==> config.mk <==
export PLATFORM = sky130hd
export DESIGN_NAME = bulls_cows_round_ctrl
export DESIGN_NICKNAME = d
export VERILOG_FILES = /design/src/rtl/bc_pkg.sv /design/src/rtl/bc_key_edge.sv /design/src/rtl/bulls_cows_round_ctrl.sv
export SDC_FILE = /design/constraint.sdc
export NUM_CORES = 1
export LEC_CHECK = 0
export CAP_MARGIN = 5
export CORE_AREA = 3 3 144 146
export DETAILED_ROUTE_END_ITERATION = 7
export DIE_AREA = 0 0 147 149
export MAX_ROUTING_LAYER = met4
export PLACE_DENSITY = 0.53
export REMOVE_ABC_BUFFERS = 1
export SLEW_MARGIN = 10
export SYNTH_ARGS = -nofsm -noshare
export SYNTH_HDL_FRONTEND = slang
export SYNTH_SLANG_ARGS = --single-unit
==> constraint.sdc <==
create_clock -name clk -period 4.6 [get_ports clk]
set_clock_uncertainty 0.05 [all_clocks]
set_input_delay 1.15 -clock clk [delete_from_list [all_inputs] [get_ports clk]]
set_output_delay 1.15 -clock clk [all_outputs]
set_load 0.01 [all_outputs]
==> src/rtl/bc_pkg.sv <==
// Shared types and helpers for the bulls-and-cows round controller.
package bc_pkg;

  localparam int DIGIT_W = 4;
  localparam logic [DIGIT_W-1:0] BLANK = 4'hF;

  typedef enum logic [2:0] {
    IDLE,
    ENTRY,
    SCORE,
    REPORT,
    WON,
    LOST
  } state_t;

  function automatic logic [DIGIT_W-1:0] onehot_to_bcd(input logic [9:0] onehot);
    logic [DIGIT_W-1:0] bcd;
    bcd = '0;
    for (int i = 0; i < 10; i++) begin
      if (onehot[i]) bcd = DIGIT_W'(i);
    end
    return bcd;
  endfunction

endpackage

==> src/rtl/bc_key_edge.sv <==
// Keypad front end: registers the level inputs, reports single-cycle rising
// edges, and rejects digit events where several keys rise together.
module bc_key_edge
  import bc_pkg::*;
(
  input  logic               clk,
  input  logic               rst,
  input  logic [9:0]         key,
  input  logic               key_clr,
  input  logic               key_enter,
  output logic               digit_evt,
  output logic [DIGIT_W-1:0] digit_bcd,
  output logic               clr_evt,
  output logic               enter_evt
);

  logic [9:0] key_q;
  logic       clr_q;
  logic       enter_q;
  logic [9:0] key_rise;

  always_ff @(posedge clk) begin
    if (rst) begin
      key_q   <= '0;
      clr_q   <= 1'b0;
      enter_q <= 1'b0;
    end else begin
      key_q   <= key;
      clr_q   <= key_clr;
      enter_q <= key_enter;
    end
  end

  assign key_rise = key & ~key_q;

  // Exactly one rising bit is a valid digit; zero or several are discarded.
  assign digit_evt = (key_rise != '0) && ((key_rise & (key_rise - 10'd1)) == '0);
  assign digit_bcd = onehot_to_bcd(key_rise);
  assign clr_evt   = key_clr & ~clr_q;
  assign enter_evt = key_enter & ~enter_q;

endmodule

==> src/rtl/bulls_cows_round_ctrl.sv <==
// Bulls-and-cows round controller: keypad guess entry, one-position-per-cycle
// scoring against a latched answer, try accounting and win/lose states.
module bulls_cows_round_ctrl
  import bc_pkg::*;
#(
  parameter int NUM_DIGITS = 4,
  parameter int MAX_TRIES  = 10,
  localparam int CW = $clog2(NUM_DIGITS + 1),
  localparam int TW = $clog2(MAX_TRIES + 1)
) (
  input  logic                          clk,
  input  logic                          rst,
  input  logic [9:0]                    key,
  input  logic                          key_clr,
  input  logic                          key_enter,
  input  logic [DIGIT_W*NUM_DIGITS-1:0] answer,
  input  logic                          answer_load,
  output logic [DIGIT_W*NUM_DIGITS-1:0] guess_echo,
  output logic [CW-1:0]                 entry_count,
  output logic [CW-1:0]                 strike,
  output logic [CW-1:0]                 ball,
  output logic [NUM_DIGITS-1:0]         hit,
  output logic [NUM_DIGITS-1:0]         near,
  output logic                          result_valid,
  output logic [TW-1:0]                 tries_left,
  output logic                          win,
  output logic                          lose,
  output logic                          busy
);

  localparam int BW = DIGIT_W * NUM_DIGITS;
  localparam logic [CW-1:0] FULL = CW'(NUM_DIGITS);
  localparam logic [CW-1:0] LAST = CW'(NUM_DIGITS - 1);

  state_t state, next_state;

  logic [BW-1:0]         ans_q, guess_q;
  logic [CW-1:0]         cnt_q, idx_q;
  logic [CW-1:0]         acc_strike, acc_ball, strike_q, ball_q;
  logic [NUM_DIGITS-1:0] acc_hit, acc_near, hit_q, near_q;
  logic [TW-1:0]         tries_q;

  logic               digit_evt, clr_evt, enter_evt;
  logic [DIGIT_W-1:0] digit_bcd;
  logic               buf_full, digit_dup;

  logic [DIGIT_W-1:0]    cur_guess, cur_ans;
  logic                  pos_strike, pos_ball, ans_has;
  logic [CW-1:0]         strike_nxt, ball_nxt;
  logic [NUM_DIGITS-1:0] hit_nxt, near_nxt;

  bc_key_edge u_key_edge (
    .clk       (clk),
    .rst       (rst),
    .key       (key),
    .key_clr   (key_clr),
    .key_enter (key_enter),
    .digit_evt (digit_evt),
    .digit_bcd (digit_bcd),
    .clr_evt   (clr_evt),
    .enter_evt (enter_evt)
  );

  // Position 0 lives in the most significant nibble; BLANK never matches a key.
  always_comb begin
    digit_dup = 1'b0;
    for (int i = 0; i < NUM_DIGITS; i++) begin
      if (guess_q[BW-DIGIT_W*(i+1) +: DIGIT_W] == digit_bcd) digit_dup = 1'b1;
    end
  end

  assign buf_full = (cnt_q == FULL);

  always_comb begin
    cur_guess = BLANK;
    cur_ans   = BLANK;
    for (int i = 0; i < NUM_DIGITS; i++) begin
      if (CW'(i) == idx_q) begin
        cur_guess = guess_q[BW-DIGIT_W*(i+1) +: DIGIT_W];
        cur_ans   = ans_q[BW-DIGIT_W*(i+1) +: DIGIT_W];
      end
    end
    ans_has = 1'b0;
    for (int j = 0; j < NUM_DIGITS; j++) begin
      if ((CW'(j) != idx_q) && (ans_q[BW-DIGIT_W*(j+1) +: DIGIT_W] == cur_guess)) ans_has = 1'b1;
    end
    pos_strike = (cur_guess == cur_ans);
    pos_ball   = !pos_strike && ans_has;
    strike_nxt = acc_strike + CW'(pos_strike);
    ball_nxt   = acc_ball + CW'(pos_ball);
    hit_nxt    = acc_hit | (NUM_DIGITS'(pos_strike) << idx_q);
    near_nxt   = acc_near | (NUM_DIGITS'(pos_ball) << idx_q);
  end

  always_ff @(posedge clk) begin
    if (rst) state <= IDLE;
    else     state <= next_state;
  end

  always_comb begin
    next_state = state;
    if (answer_load) begin
      next_state = ENTRY;
    end else begin
      case (state)
        ENTRY:   if (!clr_evt && enter_evt && buf_full) next_state = SCORE;
        SCORE:   if (idx_q == LAST) next_state = REPORT;
        REPORT: begin
          if (strike_q == FULL)    next_state = WON;
          else if (tries_q == '0)  next_state = LOST;
          else                     next_state = ENTRY;
        end
        IDLE, WON, LOST: next_state = state;
        default: next_state = IDLE;
      endcase
    end
  end

  // Masks use bit i for position i; the held score only changes on the last scoring cycle.
  always_ff @(posedge clk) begin
    if (rst) begin
      ans_q      <= '0;
      guess_q    <= {NUM_DIGITS{BLANK}};
      cnt_q      <= '0;
      idx_q      <= '0;
      acc_strike <= '0;
      acc_ball   <= '0;
      acc_hit    <= '0;
      acc_near   <= '0;
      strike_q   <= '0;
      ball_q     <= '0;
      hit_q      <= '0;
      near_q     <= '0;
      tries_q    <= '0;
    end else if (answer_load) begin
      ans_q      <= answer;
      guess_q    <= {NUM_DIGITS{BLANK}};
      cnt_q      <= '0;
      idx_q      <= '0;
      acc_strike <= '0;
      acc_ball   <= '0;
      acc_hit    <= '0;
      acc_near   <= '0;
      strike_q   <= '0;
      ball_q     <= '0;
      hit_q      <= '0;
      near_q     <= '0;
      tries_q    <= TW'(MAX_TRIES);
    end else begin
      case (state)
        ENTRY: begin
          if (clr_evt) begin
            guess_q <= {NUM_DIGITS{BLANK}};
            cnt_q   <= '0;
          end else if (enter_evt && buf_full) begin
            idx_q      <= '0;
            acc_strike <= '0;
            acc_ball   <= '0;
            acc_hit    <= '0;
            acc_near   <= '0;
          end else if (digit_evt && !buf_full && !digit_dup) begin
            for (int i = 0; i < NUM_DIGITS; i++) begin
              if (CW'(i) == cnt_q) guess_q[BW-DIGIT_W*(i+1) +: DIGIT_W] <= digit_bcd;
            end
            cnt_q <= cnt_q + CW'(1);
          end
        end
        SCORE: begin
          idx_q      <= idx_q + CW'(1);
          acc_strike <= strike_nxt;
          acc_ball   <= ball_nxt;
          acc_hit    <= hit_nxt;
          acc_near   <= near_nxt;
          if (idx_q == LAST) begin
            strike_q <= strike_nxt;
            ball_q   <= ball_nxt;
            hit_q    <= hit_nxt;
            near_q   <= near_nxt;
            tries_q  <= tries_q - TW'(1);
          end
        end
        REPORT: begin
          if (next_state == ENTRY) begin
            guess_q <= {NUM_DIGITS{BLANK}};
            cnt_q   <= '0;
          end
        end
        default: ;
      endcase
    end
  end

  assign guess_echo   = guess_q;
  assign entry_count  = cnt_q;
  assign strike       = strike_q;
  assign ball         = ball_q;
  assign hit          = hit_q;
  assign near         = near_q;
  assign tries_left   = tries_q;
  assign result_valid = (state == REPORT);
  assign win          = (state == WON);
  assign lose         = (state == LOST);
  assign busy         = (state == SCORE) || (state == REPORT);

endmodule

==> impl_metrics.yaml, run 1 <==
logic_synthesis:
  synthCells: 590
  synth_top_area_cell: "dfxtp_1"
  avgSynthCellArea_um2: 8.28
  synth.top_cells.by_area: "dfxtp_1, mux2i_1, nor2_1, a21oi_1, nor2b_1"
  synth-seq-area-share_pct: 34.8
  syn_area_um2: 4890
  yosys_warnings: 0
  yosys.area.top_type_share_pct: 34.8
  synth_edf_count: 0
  yosysUniqueCellTypes: 70
  ys_ff_latch: 85
  synthFlopType: "dfxtp_1"
  async_reset_ff_share_pct: 0
cells_and_area:
  fill_cells: 2116
  diodes: 0
  area_growth_syn_to_layout_pct: 26.9
  final_common_cell: "dfxtp_1"
  final_util_pct: 31.8
  fin_nets: 699
  drive_gt1_share_pct: 7.31
  final_cell_mix: "dfxtp_1, nor2_1, clkdlybuf4s50_1"
  fin_cells: 922
  finalInstanceArea_um2: 6200
clock_tree:
  post_cts_buffers: 0
  cts_made_buffers: 9
  htreeDepth: 3
  cts-root-buf: "clkbuf_16"
  cts_hold_buf: 0
  clk_latency_ps: 350
  clk_path_buf_depth: 2
  cts_sinks: 85
  cts_tree: "built"
  clkSlewWorstSetupHoldPaths_ps: 60
  cts_resized: 0
grt:
  track_usage_pct: 13.6
  grt_max_degree: 33
  grt_use_met1_pct: 18.9
  grtUsageMet3_pct: 1.91
  gr-usage-met2_pct: 20.6
  grt_busiest_layer: "met2"
  grt_pass1_wl_mm: 23.2
  antenna_found_initial: 0
  grt_pass1_vias: 4225
  overflow: 0
critical_path:
  r2r-start: "idx_q[1]"
  worstPathCellList: "clkdlybuf4s50_1, nor2b_1, or4_4, xnor2_1, a22oi_1, nor4_2, nor4_4, a41o_1, mux2i_1"
  critPathMaxFanout: 7
  critPathArrivalTime_ps: 3950
  r2r_cells: 13
  rrSetupSlack_ps: 900
  crit_type: "input pin to flip-flop"
  r2r_end: "acc_ball[2]"
  worst_setup_path_end_kind: "flip-flop"
  cp.required_ps: 4820
  cp_slowest_stage_delay_ps: 600
  crit_path_start_kind: "input pin"
  slowest_stage: "or4_4"
placement:
  dp_hpwl_mm: 10.6
  place_inst: 907
  portBuffers: 71
  pre_cts_ws_ps: 541
  place_congestion: 0.841
  place_area_um2: 5880
timing:
  clock.fmax_mhz: 268
  period_needed_ps: 3730
  rsz0062_at_grt: "no"
  finalSetupViolCount: 0
  setup_slack_ps: 869
  post-route-period-util_pct: 81.1
  slew_headroom_pct: 36.5
  final_max_slew_viol_count: 0
  hold_viol_final: 0
  fin_tns_setup_ps: 0
  tightest_slew_ps: 937
detailed_routing:
  remaining_drc_errors: 0
  ant_nets: 0
  vias: 4296
  wl_per_cell_um: 15.6
  drt-total-wl_mm: 14.4
  dr.pass1.iters: 5
  via_per_inst: 4.66
  drt_iter0_drc: 288
power_and_ir_drop:
  power_density_nw_per_um2: 284
  peakVddDrop_mv: 0.174
  p_leak_nw: 2.29
min_path:
  hold_class: "flip-flop to flip-flop"
  min_from: "acc_hit[0]"
  min_path_cells: 2
  min_to: "acc_hit[0]"
floorplan:
  fp.dieH_um: 149
  start_util_pct: 25.0
  die_x_um: 147
  die-area_um2: 21900
  core_um2: 19500
  rows: 51
  ios: 72
outcome:
  status: "finished clean"
job:
  cap_violations: 0
[per-layer routing]
metal	vias up	share of wire [%]
met5	-	0
met4	0	0.75
met3	6	2.4
met2	74	45
met1	2000	52
li1	2216	-
[kinds of logic after synthesis]
logic type,count (synthesis),share of synthesized area [%]
compound gates,133,18.7
fa+ha+maj,16,4.05
buf+inv,47,3.97
flops,85,34.8
mux,42,8.73
xor+xnor,22,3.94
simple gates,245,25.8
[where the power goes]
group	internal [W]	leakage, nW	total, W	switching, W
combinational	0.0000895	1.45	0.000187	0.0000976
sequential	0.000754	0.693	0.000774	0.0000200
clock	0.000479	0.154	0.000801	0.000321
[flip-flops by register name (all words and copies together), names as in the netlist]
name,flops
acc_ball,3
acc_hit,4
acc_near,4
acc_strike,3
ans_q,16
ball,3
entry_count,3
guess_echo,16
hit,4
idx_q,3
near,4
state,3
strike,3
tries_left,4
u_key_edge.clr_q,1
u_key_edge.enter_q,1
u_key_edge.key_q,10
[synth_stat cells (all sizes together) (6+ instances only)]
| cell type | count |
|---|---|
| ha | 15 |
| xor2 | 12 |
| nor3b | 10 |
| o21ai | 22 |
| nor3 | 15 |
| nor2 | 84 |
| clkbuf | 24 |
| nor4 | 9 |
| xnor2 | 10 |
| a21oi | 47 |
| mux2i | 37 |
| a211oi | 7 |
| inv | 16 |
| nand3 | 10 |
| o31ai | 8 |
| o22ai | 6 |
| buf | 6 |
| nand2 | 48 |
| nand2b | 12 |
| dfxtp | 85 |
| nor2b | 36 |
[layout make-up]
| cell class | count | area (um2) | area share [%] |
|---|---|---|---|
| tap | 265 | 332 | 5.34 |
| multi-input combinational | 458 | 2990 | 48.2 |
| clock buffer | 9 | 225 | 3.63 |
| timing repair buffer | 82 | 793 | 12.8 |
| inverter | 17 | 63.8 | 1.03 |
| clock inverter | 6 | 96.3 | 1.55 |
| sequential | 85 | 1700 | 27.4 |
[worst max-delay path by stage]
stage / depth (start not counted) / from / slack, ps / endpoint
after global routing: 13 / idx_q[1] / 550 / acc_ball[2]
after floorplan: 8 / key[6] / 1210 / guess_echo[10]
after detailed placement: 9 / key[6] / 540 / guess_echo[10]
final: 9 / key[6] / 870 / guess_echo[9]
after global placement: 9 / key[6] / 610 / guess_echo[8]
after CTS: 9 / key[6] / 890 / guess_echo[9]
[worst max-delay path: cells and delay by family]
family | cells | cell delay, ps
muxes | 1 | 210
and+or+nand+nor | 4 | 1410
xor gates and xnor gates | 1 | 160
buffers and inverters | 1 | 400
AOI/OAI and AO/OA | 2 | 620
[per-stage QoR]
step | total power (W) | hold slack (ps)
final | 0.00176 | 404
after global routing | 0.00184 | 444
after CTS | 0.00179 | 408
after detailed placement | 0.000978 | 398
after global placement | 0.000978 | 394
after floorplan | 0.000900 | 382
Note: power is estimated with default switching activity, not from simulation.
==> inputs of run 2 (changes only) <==
PLACE_DENSITY = 0.54   (was 0.53)
clock period = 3.25 ns   (was 4.6 ns; I/O delays follow)
==> run 2 against run 1 <==
Non-clock buffer count up 52. Hold slack worse by 3.1 ps. Die area is the same. Global-route usage grew 0.48 points.
==> impl_metrics.yaml, run 2 (synthesis gave the netlist of run 1 again) <==
detailed_routing:
  dr.pass1.iters: 4
  dr_wl_met3_um: 521
  wl_met1_mm: 7.48
  drt_iter0_drc: 258
  via_per_inst: 4.67
  remaining_drc_errors: 0
  drt-total-wl_mm: 14.9
  wl_met2_mm: 6.58
  top_layer_used: "met4"
  vias: 4550
  ant_nets: 0
  wl_per_cell_um: 15.3
grt:
  grt_max_degree: 41
  overflow: 0
  antenna_found_initial: 0
  track_usage_pct: 14.1
  grt_pass1_wl_mm: 24.1
  grt_pass1_vias: 4470
critical_path:
  slowest_stage: "dfxtp_1"
  critPathArrivalTime_ps: 3290
  crit_path_start_kind: "flip-flop"
  critPathMaxFanout: 7
  worstPathCellList: "buf_4, ha_1, ha_4, buf_4, clkinv_1, nand2_1, o22ai_1, buf_4, xor2_1, nand4_1, a41oi_2, ha_1, ha_1, o21ai_0, a21oi_1, nor2_1"
  crit_type: "flip-flop to flip-flop"
  cp_top_family: "compound AO/OA/AOI/OAI gates"
  cp_num_buf_inv: 4
  worst_setup_path_end_kind: "flip-flop"
  cp_slowest_stage_delay_ps: 330
  cp.required_ps: 3430
cells_and_area:
  drive_gt1_share_pct: 17.0
  fill_cells: 2071
  fin_cells: 975
  final_util_pct: 34.5
  area_growth_syn_to_layout_pct: 37.9
  fin_nets: 751
  final_common_cell: "dfxtp_1"
  diodes: 0
  final_cell_mix: "dfxtp_1, nor2_1, clkdlybuf4s50_1"
timing:
  clock.fmax_mhz: 322
  slew_headroom_pct: 50.0
  rsz0062_at_grt: "yes"
  tightest_slew_ps: 747
  finalSetupViolCount: 0
  hold_ws_ps: 401
  hold_viol_final: 0
  post-route-period-util_pct: 95.5
  period_needed_ps: 3100
  final_max_slew_viol_count: 0
clock_tree:
  htreeDepth: 3
  cts_tree: "built"
  clk_latency_ps: 360
  clkSlewWorstSetupHoldPaths_ps: 70
  cts_made_buffers: 9
  clk_path_buf_depth: 2
  cts-root-buf: "clkbuf_16"
  cts_sinks: 85
  cts_hold_buf: 0
floorplan:
  rows: 51
  start_util_pct: 25.0
  core_um2: 19500
  fp.dieH_um: 149
  ios: 72
  die_x_um: 147
  die-area_um2: 21900
placement:
  place_inst: 958
  dp_hpwl_mm: 11.2
  portBuffers: 71
  place_congestion: 0.884
outcome:
  status: "finished clean"
job:
  cap_violations: 0
power_and_ir_drop:
  power_density_nw_per_um2: 375
  p_leak_nw: 2.63
  peakVddDrop_mv: 0.248
min_path:
  hold_class: "flip-flop to flip-flop"
run 2: cell count changes in the layout (fill, tap and decap cells not counted), moves of 3 or more:
cell and change:
nor2b_1 -5, nor2b_4 +3, clkdlybuf4s50_1 -5, ha_1 -4, dlymetal6s2s_1 +5, buf_4 +51
run 2: path summary, 6_finish.rpt:
path | from | to | slack [ps] | depth (start not counted)
worst max register to register | idx_q[1] | acc_ball[2] | 150 | 16
worst max-delay path | idx_q[1] | acc_ball[2] | 150 | 16
worst min register to register | acc_hit[3] | acc_hit[3] | 400 | 2
worst min-delay path | acc_hit[3] | acc_hit[3] | 400 | 2
run 2: routing by layer:
metal / up-vias / track usage, %
met4: 0 / 4.47
met2: 102 / 21.2
met3: 23 / 2.49
met5: - / -
li1: 2327 / -
met1: 2098 / 19.3
run 2: what timing repair did:
| action | 4_1_cts | 5_1_grt |
|---|---|---|
| pin swaps | 0 | 8 |
| endpoints found under the setup margin | 1 | 32 |
| gates resized for setup | 1 | 34 |
| setup buffers | 0 | 1 |
run 2: worst min-delay path, cell delays in order, from the launching register on:
cell and delay [ps]:
dfxtp_1 310, nand2_1 50, a21oi_1 50
run 2: through the flow:
stage	worst slack, ps	TNS (ps)	total power (W)	area (um2)
CTS	7.25	0	0.00255	6590
global placement	-302	-4590	0.00142	6260
global route	-22.6	-22.6	0.00263	6740
detailed placement	-345	-5210	0.00142	6260
finish	148	0	0.00253	6740
floorplan	-49.3	-69.0	0.00127	4760
run 2: report_power, final:
part / switching, W / internal (W)
clock: 0.000470 / 0.000648
combinational: 0.000153 / 0.000163
sequential: 0.0000284 / 0.00107
total: 0.000652 / 0.00188
run 2: area by class of cell:
class	instances	area (um2)	share of cell area [%]
Clock buffer	11	253	3.75
Clock inverter	5	65.1	0.965
Inverter	17	63.8	0.947
Multi-Input combinational cell	458	3120	46.3
Sequential cell	85	1700	25.3
Tap cell	265	332	4.92
Timing Repair Buffer	134	1200	17.8
==> inputs of run 3 (changes only) <==
CTS_CLUSTER_SIZE = 8   (was not set)
==> results of run 3 <==
No change in the layout: final DEF, timing and power equal those of run 2.
